[src/rtl/wash_cycle_scheduler.sv]
// Washing-machine cycle scheduler: BCD set/remaining time, forward/pause/
// backward/pause motor sequencing, completion alarm and emergency halt/resume.
module wash_cycle_scheduler #(
    parameter int unsigned RUN_T   = 20,
    parameter int unsigned PAUSE_T = 10,
    parameter int unsigned ALARM_T = 5
) (
    input  logic       CLK_50,
    input  logic       CLR,
    input  logic       tick,
    input  logic       add,
    input  logic       start,
    input  logic       emergency,
    output logic       forward,
    output logic       backward,
    output logic       off,
    output logic       alarm,
    output logic [7:0] remain_bcd,
    output logic       busy
);

    localparam logic [2:0] S_IDLE = 3'd0;
    localparam logic [2:0] S_FWD  = 3'd1;
    localparam logic [2:0] S_P1   = 3'd2;
    localparam logic [2:0] S_BWD  = 3'd3;
    localparam logic [2:0] S_P2   = 3'd4;
    localparam logic [2:0] S_DONE = 3'd5;
    localparam logic [2:0] S_HALT = 3'd6;

    logic [2:0] state_q, state_nxt, saved_q, saved_nxt;
    logic [7:0] set_q, set_nxt, rem_q, rem_nxt;
    logic [7:0] seg_q, seg_nxt, alm_q, alm_nxt;
    logic [7:0] seg_len;
    logic       add_q, start_q;
    logic       add_edge, start_edge, running;

    function automatic logic [7:0] bcd_inc(input logic [7:0] v);
        logic [7:0] r;
        if (v[3:0] == 4'd9) begin
            r[3:0] = 4'd0;
            r[7:4] = (v[7:4] == 4'd9) ? 4'd0 : v[7:4] + 4'd1;
        end else begin
            r = {v[7:4], v[3:0] + 4'd1};
        end
        return r;
    endfunction

    function automatic logic [7:0] bcd_dec(input logic [7:0] v);
        logic [7:0] r;
        if (v[3:0] == 4'd0) r = {v[7:4] - 4'd1, 4'd9};
        else                r = {v[7:4], v[3:0] - 4'd1};
        return r;
    endfunction

    assign add_edge   = add & ~add_q;
    assign start_edge = start & ~start_q;
    assign running    = (state_q == S_FWD) || (state_q == S_P1) ||
                        (state_q == S_BWD) || (state_q == S_P2);
    assign seg_len    = ((state_q == S_FWD) || (state_q == S_BWD)) ? 8'(RUN_T) : 8'(PAUSE_T);

    // Next-state, counters and set/remaining time
    always_comb begin
        state_nxt = state_q;
        saved_nxt = saved_q;
        set_nxt   = set_q;
        rem_nxt   = rem_q;
        seg_nxt   = seg_q;
        alm_nxt   = alm_q;
        case (state_q)
            S_IDLE: begin
                if (add_edge) set_nxt = bcd_inc(set_q);
                // start latches the value shown before any same-cycle add
                if (start_edge && emergency && set_q != 8'h00) begin
                    state_nxt = S_FWD;
                    rem_nxt   = set_q;
                    seg_nxt   = 8'd0;
                end
            end
            S_FWD, S_P1, S_BWD, S_P2: begin
                // emergency takes priority; a same-cycle tick is dropped
                if (!emergency) begin
                    state_nxt = S_HALT;
                    saved_nxt = state_q;
                end else if (tick) begin
                    rem_nxt = bcd_dec(rem_q);
                    if (rem_q == 8'h01) begin
                        state_nxt = S_DONE;
                        seg_nxt   = 8'd0;
                        alm_nxt   = 8'd0;
                    end else if (seg_q + 8'd1 == seg_len) begin
                        seg_nxt = 8'd0;
                        case (state_q)
                            S_FWD:   state_nxt = S_P1;
                            S_P1:    state_nxt = S_BWD;
                            S_BWD:   state_nxt = S_P2;
                            default: state_nxt = S_FWD;
                        endcase
                    end else begin
                        seg_nxt = seg_q + 8'd1;
                    end
                end
            end
            S_DONE: begin
                if (tick) begin
                    if (alm_q + 8'd1 == 8'(ALARM_T)) begin
                        state_nxt = S_IDLE;
                        alm_nxt   = 8'd0;
                    end else begin
                        alm_nxt = alm_q + 8'd1;
                    end
                end
            end
            S_HALT: begin
                if (emergency && start_edge) state_nxt = saved_q;
            end
            default: state_nxt = S_IDLE;
        endcase
    end

    // State, edge-detect history and registered outputs
    always_ff @(posedge CLK_50) begin
        if (CLR) begin
            state_q    <= S_IDLE;
            saved_q    <= S_IDLE;
            set_q      <= 8'h00;
            rem_q      <= 8'h00;
            seg_q      <= 8'd0;
            alm_q      <= 8'd0;
            add_q      <= 1'b1;
            start_q    <= 1'b1;
            forward    <= 1'b0;
            backward   <= 1'b0;
            off        <= 1'b1;
            alarm      <= 1'b0;
            busy       <= 1'b0;
            remain_bcd <= 8'h00;
        end else begin
            state_q    <= state_nxt;
            saved_q    <= saved_nxt;
            set_q      <= set_nxt;
            rem_q      <= rem_nxt;
            seg_q      <= seg_nxt;
            alm_q      <= alm_nxt;
            add_q      <= add;
            start_q    <= start;
            forward    <= (state_nxt == S_FWD);
            backward   <= (state_nxt == S_BWD);
            off        <= !((state_nxt == S_FWD) || (state_nxt == S_BWD));
            alarm      <= (state_nxt == S_DONE) || (state_nxt == S_HALT);
            busy       <= (state_nxt != S_IDLE) && (state_nxt != S_DONE);
            remain_bcd <= (state_nxt == S_IDLE) ? set_nxt :
                          (state_nxt == S_DONE) ? 8'h00 : rem_nxt;
        end
    end

endmodule

[config.mk]
export PLATFORM = sky130hd
export DESIGN_NAME = wash_cycle_scheduler
export DESIGN_NICKNAME = d
export VERILOG_FILES = /design/src/rtl/wash_cycle_scheduler.sv
export SDC_FILE = /design/constraint.sdc
export NUM_CORES = 1
export LEC_CHECK = 0
export ABC_AREA = 1
export BUFFER_PORTS_ARGS = -buffer_cell sky130_fd_sc_hd__buf_2
export CAP_MARGIN = 40
export CORE_MARGIN = 5
export CORE_UTILIZATION = 40
export CTS_CLUSTER_SIZE = 20
export DETAILED_ROUTE_END_ITERATION = 7
export GPL_TIMING_DRIVEN = 1
export MAX_ROUTING_LAYER = met4
export PLACE_DENSITY = 0.63
export SYNTH_ARGS = -nofsm -noshare
export SYNTH_HDL_FRONTEND = slang
export SYNTH_SLANG_ARGS = --single-unit
export TNS_END_PERCENT = 30
[constraint.sdc]
create_clock -name CLK_50 -period 3 [get_ports CLK_50]
set_input_delay 0.3 -clock CLK_50 [delete_from_list [all_inputs] [get_ports CLK_50]]
set_output_delay 0.3 -clock CLK_50 [all_outputs]
set_load 0.05 [all_outputs]
=== Word-level counts from Yosys, hierarchy flattened ===
Cells that the tools add are included.

* Add/subtract/negate cells: 6
* Multiply operators: 0
* Divide/modulo/power cells: 0
* Magnitude comparators: 0
* Equal/unequal tests: 21
* Shift operators: 0
* Multiplexer cells: 34
* Bitwise logic cells: 5
* Reductions and logical operators: 18

{| class="wikitable"
|+ Operators by type and width
! kind !! number
|-
| 8-bit 2-to-1 mux || 19
|-
| 8-bit case mux with 2 select lines || 3
|-
| 3-bit 2-to-1 mux || 8
|-
| 8-bit by 1-bit adder with 8-bit output, second input constant || 2
|-
| 3-bit equality test, second input constant || 5
|-
| 3-bit case mux with 4 select lines || 1
|-
| 2-bit != test, second input constant || 5
|-
| 3-bit by 2-bit equality test with 1-bit output, second input constant || 3
|-
| 3-bit case mux with 3 select lines || 1
|-
| 4-bit by 1-bit adder with 4-bit output, second input constant || 2
|-
| 4-bit equality test, second input constant || 2
|-
| 8-bit by 1-bit equality test with 1-bit output, second input constant || 1
|-
| 8-bit by 3-bit equality test with 1-bit output, second input constant || 1
|-
| 8-bit by 5-bit equality test with 1-bit output || 1
|-
| 8-bit nonzero test || 1
|-
| 4-bit by 1-bit subtractor with 4-bit output, second input constant || 2
|-
| 3-bit by 1-bit equality test with 1-bit output, second input constant || 2
|-
| 3-bit zero test || 2
|-
| 5-bit 2-to-1 mux || 1
|-
| 5-bit AND reduction || 1
|-
| 4-bit zero test || 1
|-
| 4-bit 2-to-1 mux || 1
|-
| 4-bit AND reduction || 1
|-
| 2-bit nonzero test || 2
|-
| 9 further kinds || 16
|}

* Register bits after elaboration: 53
* Bits in latches: 0
* RAM bits: 0
* ROM bits: 0
* Bits of input ports: 6
* Output and inout bits: 13
* Memories kept: 0

=== Longest topological paths before layout ===
* Word-level depth: 12
* Mapped depth: 19
* Depth with buffers taken out: 19

=== Worst setup path after synthesis ===
OpenSTA, ideal clock, no wires.

* Path kind: flip-flop to flip-flop
* From: register seg_q[0]
* To: register remain_bcd[6]
* Setup time: 0.132 ns
* Arrival time: 1.847 ns
* Required time: 2.868 ns
* Slack: 1.021 ns
* Cell stages (with the launch flop): 18
* Cells stage by stage: dfxtp_1 ha_1 nand2_2 inv_1 nand2_1 nand2_1 nand2_1 nand2_1 nor2_4 nand3_4 a21oi_1 nand2_1 nand2_2 nand2_4 nor2_4 nand2_4 nand3_1 a21oi_1

* Cells in the longest elaborated chain, start to end: 10

{| class="wikitable"
|+ RTL lines
! item !! RTL line !! text
|-
| from (decl) || 32 || <nowiki>logic [7:0] seg_q, seg_nxt, alm_q, alm_nxt;</nowiki>
|-
| from (signal assigned) || 142 || <nowiki>seg_q <= seg_nxt;</nowiki>
|-
| 8-bit by 1-bit adder with 8-bit output (*) || 90 || <nowiki>end else if (seg_q + 8'd1 == seg_len) begin</nowiki>
|-
| 8-bit by 5-bit equality test with 1-bit output (*) || 90 ||
|-
| 3-bit 2-to-1 mux (*) || 90 ||
|-
| 3-bit 2-to-1 mux (*) || 86 || <nowiki>if (rem_q == 8'h01) begin</nowiki>
|-
| 3-bit 2-to-1 mux (*) || 84 || <nowiki>end else if (tick) begin</nowiki>
|-
| 3-bit 2-to-1 mux (*) || 81 || <nowiki>if (!emergency) begin</nowiki>
|-
| 3-bit case mux with 4 select lines (*) || 69 || <nowiki>case (state_q)</nowiki>
|-
| 3-bit equality test || 152 || <nowiki>(state_nxt == S_DONE) ? 8'h00 : rem_nxt;</nowiki>
|-
| 8-bit 2-to-1 mux || 152 ||
|-
| 8-bit 2-to-1 mux (*) || 151 || <nowiki>remain_bcd <= (state_nxt == S_IDLE) ? set_nxt :</nowiki>
|-
| to (signal assigned) || 151 ||
|-
| to (decl) || 18 || <nowiki>output logic [7:0] remain_bcd,</nowiki>
|}

Mark *: on every way between the ends. The rest lies on a longest branch, timed or not.
A chain may end at the register's enable or synchronous reset.

=== Final worst setup path ===
* From: register alm_q[1]
* To: register remain_bcd[3]

* Cells in the longest elaborated chain, start to end: 8

{| class="wikitable"
|+ RTL lines
! item !! RTL line !! text
|-
| from (decl) || 32 ||
|-
| from (signal assigned) || 143 || <nowiki>alm_q <= alm_nxt;</nowiki>
|-
| 8-bit by 1-bit adder with 8-bit output (*) || 105 || <nowiki>if (alm_q + 8'd1 == 8'(ALARM_T)) begin</nowiki>
|-
| 8-bit by 3-bit equality test with 1-bit output (*) || 105 ||
|-
| 3-bit 2-to-1 mux (*) || 105 ||
|-
| 3-bit 2-to-1 mux (*) || 104 || <nowiki>if (tick) begin</nowiki>
|-
| 3-bit case mux with 4 select lines (*) || 69 ||
|-
| 3-bit equality test || 152 ||
|-
| 8-bit 2-to-1 mux || 152 ||
|-
| 8-bit 2-to-1 mux (*) || 151 ||
|}

Marked as above.

==> impl_results.rst <==
.. list-table::
   :header-rows: 1

   * - Metric
     - Value
   * - Flip-flop and latch count after synthesis
     - 53
   * - Wire length on met1
     - 3070 um
   * - Fraction of final layout cells with drive strength greater than 1
     - 10.5%
   * - Number of nets still failing antenna checks after routing
     - 0
   * - Non-filler cells, final
     - 546
   * - Top cells by area in the synthesized netlist
     - sky130_fd_sc_hd__dfxtp_1 (37%), sky130_fd_sc_hd__nand2_1 (13%), sky130_fd_sc_hd__inv_1 (8.6%)
   * - Biggest fanout along the worst timing path
     - 8
   * - Number of standard-cell rows in the floorplan
     - 31
   * - Die Y
     - 94.9 um
   * - Total buffers and inverters traversed by the critical path
     - 1
   * - Portion of netlist area occupied by mux cells
     - 0%
   * - Category of the critical setup timing path
     - flip-flop to flip-flop
   * - Synth unique cells
     - 33
   * - Delay of the slowest cell on the worst path
     - 0.39 ns
   * - Initial core utilization
     - 40.4%
   * - Final weighted congestion of routability-driven global placement
     - 0.861
   * - Worst reg2reg path startpoint
     - alm_q[1]
   * - Number of port buffers
     - 18
   * - Reg-to-Reg End
     - remain_bcd[3]
   * - Number of maximum-capacitance violations
     - 0
   * - Length of the first detailed-routing pass in iterations
     - 4
   * - Number of I/O pins
     - 19
   * - Number of instances in the placed design
     - 538
   * - Endpoint kind of the worst setup timing path
     - flip-flop
   * - Setup repair after global routing missed its margin
     - false
   * - Final clock skew
     - 0.00570 ns
   * - Critical path, cell by cell
     - ha_1, nand4_1, o21ai_0, nand2_1, nor2_1, nand3_1, nand2_1, nand2_1, nor2_1, nand2_4, nor2_4, nand2_4, clkinv_4, nand2_1, o21ai_1
   * - Leading cell type in the layout, fill and taps excluded
     - sky130_fd_sc_hd__nand2_1
   * - WL met3
     - 166 um
   * - Gr usage total
     - 15.7%
   * - Maximum operating frequency
     - 443 MHz
   * - Total global routing overflow
     - 0
   * - Post-synthesis area per instance
     - 6.77 sq um
   * - Cell repeated most along the worst path
     - sky130_fd_sc_hd__nand2_1
   * - Area growth from synthesis to layout
     - 11.0%
   * - Shortest period the worst path allows
     - 2.26 ns
   * - Compound-cell area share of the yosys netlist
     - 14.5%
   * - Post-synthesis adder-cell area fraction
     - 3.04%
   * - Average via count per standard cell
     - 4.94
   * - Uppermost layer routed
     - met4
   * - Pin count of the biggest net entering global routing
     - 34
   * - Number of post-CTS setup repair buffers
     - 0
   * - DR iter-0 viols
     - 103
   * - Outcome
     - finished, final reports clean
   * - Simple-Gate Fraction of Synth Area
     - 34.6%
   * - Total standard cell area after synthesis
     - 2890 sq um
   * - Count of synthesis-stage warnings from yosys
     - 0
   * - Deepest clock path buffer count
     - 2
   * - First element of the critical path
     - alm_q[1]
   * - Power Density
     - 401 nW/um^2
   * - Hold buffer count at CTS
     - 0
   * - CTS tree
     - built
   * - Crit path arrival time
     - 2.50 ns
   * - Total negative slack for setup checks
     - 0 ns
   * - Cell with the biggest individual delay on the critical path
     - sky130_fd_sc_hd__dfxtp_1
   * - Final count of pins violating max slew
     - 0
   * - Number of filler instances in the final layout
     - 779
   * - HPWL reported at the end of detailed placement
     - 5020 um
   * - Horiz. Die Dim
     - 94.9 um
   * - Total detailed-routing wirelength
     - 6460 um
   * - Slack of the critical path
     - 0.742 ns
   * - Max-slew headroom at the worst pin
     - 66.8%
   * - Sequential share of the synthesized area
     - 36.8%
   * - Clock latency of the later-clocked register in the worst-skew pair
     - 0.30 ns
   * - Maximum level of the CTS H-tree
     - 2
   * - Final setup fails
     - 0
   * - Area inside the core boundary
     - 7140 sq um
   * - Main combinational cell family by area after synthesis
     - simple AND/OR/NAND/NOR gates
   * - Total Die Area
     - 9010 sq um
   * - Number of clock sinks seen by CTS
     - 53
   * - Met2 routed WL
     - 3190 um
   * - Kind of cell with the highest combined delay on the critical path
     - simple AND/OR/NAND/NOR gates
   * - Count of instances resized after the clock tree is built
     - 0
   * - Number of global-route vias before repair
     - 2497
   * - Xor/xnor cell area share of the yosys netlist
     - 0.911%
   * - DRC
     - 0
   * - Share of Yosys cell area claimed by the top area cell type
     - 36.8%
   * - Commonest cells after routing, fill and taps aside
     - sky130_fd_sc_hd__nand2_1 (99), sky130_fd_sc_hd__inv_1 (66), sky130_fd_sc_hd__nor2_1 (56)
   * - PnR Total Power
     - 1280 uW
   * - Count of final hold-check violations
     - 0
   * - Cell count after synthesis
     - 426
   * - First-pass GRT wire length
     - 11000 um
   * - Worst Reg-to-Reg Cells
     - 15
   * - Cell leakage power
     - 0.00140 uW
   * - Final nets
     - 459
   * - Setup slack on the worst flop-to-flop path
     - 0.74 ns
   * - Critical path destination
     - remain_bcd[3]
   * - Clock-pin transition on the worst setup and hold timing paths
     - 0.10 ns
   * - Total stage count of the critical path
     - 15
   * - Tcrit/Tclk final
     - 75.3%
   * - HP Class
     - primary input to flip-flop
   * - Type of origin of the critical path
     - flip-flop
   * - Largest vdd supply drop
     - 0.000224 V
   * - Mapped Nets
     - 439
   * - Slew @ Worst Pin
     - 0.494 ns
   * - Setup slack at placement
     - 0.566 ns
   * - Clock buffers created by TritonCTS
     - 5
   * - Worst EP required
     - 3.24 ns
   * - Number of antenna violations at the first check in global routing
     - 0
   * - Detailed-route via count
     - 2697
   * - Cell accounting for the most synthesized area
     - sky130_fd_sc_hd__dfxtp_1
   * - Inserted Diodes
     - 0
   * - Wirelength per Cell
     - 11.8 um
   * - Clock tree root buffer cell
     - sky130_fd_sc_hd__clkbuf_8
## sequential cells by signal, summed over array words and instances (netlist names), 3 cells and up
name and cells:
remain_bcd 8, seg_q 8, alm_q 8, set_q 8
rem_q 8, state_q 3, saved_q 3
## per-layer routing
layer	track usage, %	vias up
met5	-	-
met4	3.61	0
met3	2.79	4
met2	26.5	37
met1	19.6	1229
li1	-	1427
## cells in the mapped netlist
| cell | instances |
|---|---|
| sky130_fd_sc_hd__nand3_1 | 27 |
| sky130_fd_sc_hd__nand3_4 | 2 |
| sky130_fd_sc_hd__buf_2 | 2 |
| sky130_fd_sc_hd__nor2_4 | 3 |
| sky130_fd_sc_hd__a21oi_1 | 28 |
| sky130_fd_sc_hd__dfxtp_1 | 53 |
| sky130_fd_sc_hd__a211oi_1 | 2 |
| sky130_fd_sc_hd__o211ai_2 | 1 |
| sky130_fd_sc_hd__clkinv_1 | 1 |
| sky130_fd_sc_hd__xor2_1 | 3 |
| sky130_fd_sc_hd__nor2_1 | 56 |
| sky130_fd_sc_hd__nand2_2 | 7 |
| sky130_fd_sc_hd__o32ai_1 | 5 |
| sky130_fd_sc_hd__o21ai_1 | 3 |
| sky130_fd_sc_hd__inv_1 | 66 |
| sky130_fd_sc_hd__a22oi_1 | 6 |
| sky130_fd_sc_hd__o21ai_2 | 1 |
| sky130_fd_sc_hd__buf_4 | 1 |
| sky130_fd_sc_hd__o22ai_1 | 1 |
| sky130_fd_sc_hd__nand3_2 | 1 |
| sky130_fd_sc_hd__ha_1 | 7 |
| sky130_fd_sc_hd__a31oi_1 | 2 |
| sky130_fd_sc_hd__nor3_1 | 7 |
| sky130_fd_sc_hd__o21ai_0 | 15 |
| sky130_fd_sc_hd__nand2_1 | 99 |
| sky130_fd_sc_hd__o221ai_1 | 3 |
| sky130_fd_sc_hd__clkinv_4 | 1 |
| sky130_fd_sc_hd__and3_1 | 1 |
| sky130_fd_sc_hd__nand2_4 | 2 |
| sky130_fd_sc_hd__nand4_1 | 14 |
| sky130_fd_sc_hd__a21boi_4 | 1 |
| sky130_fd_sc_hd__nand3b_1 | 1 |
| sky130_fd_sc_hd__clkbuf_1 | 4 |
## per-stage QoR
step	area [sq um]	hold slack, ns	utilization [%]
floorplan	2890	0.396	-
global placement	3080	0.451	43.2
detailed placement	3080	0.458	43.2
CTS	3200	0.165	44.9
global route	3200	0.165	44.9
finish	3200	0.171	44.9
## how the worst min path moves through the flow
| stage | cells after the start | to | from |
|---|---|---|---|
| finish | 3 | start_q | start |
| global route | 3 | start_q | start |
| CTS | 3 | start_q | start |
| detailed placement | 2 | saved_q[2] | saved_q[2] |
| global placement | 2 | saved_q[0] | saved_q[0] |
| floorplan | 2 | start_q | start |
## cells by family (layout without fill, tap and decap cells)
kind of cell,Yosys count,after routing
xor+xnor,3,3
compound gates,68,68
flops,53,53
simple gates,220,220
fa+ha+maj,7,7
buf+inv,75,96
## power breakdown
part	internal [uW]	switching, uW	leakage, uW
Clock	271	234	0.0000574
Combinational	17.4	47.8	0.000915
Sequential	709	3.80	0.000428
## tightest hold or removal path, stage by stage
cell,delay (ns)
sky130_fd_sc_hd__buf_2,0.07
sky130_fd_sc_hd__inv_1,0.04
sky130_fd_sc_hd__nand2_1,0.04
## final cells by class
type	instances	area, sq um	share of cell area, %
Clock buffer	6	82.6	2.58
Clock inverter	2	37.5	1.17
Inverter	68	260	8.13
Multi-Input combinational cell	298	1530	47.8
Sequential cell	53	1060	33.1
Tap cell	99	124	3.87
Timing Repair Buffer	20	105	3.28
No activity file was read; power rests on OpenSTA's default activity.
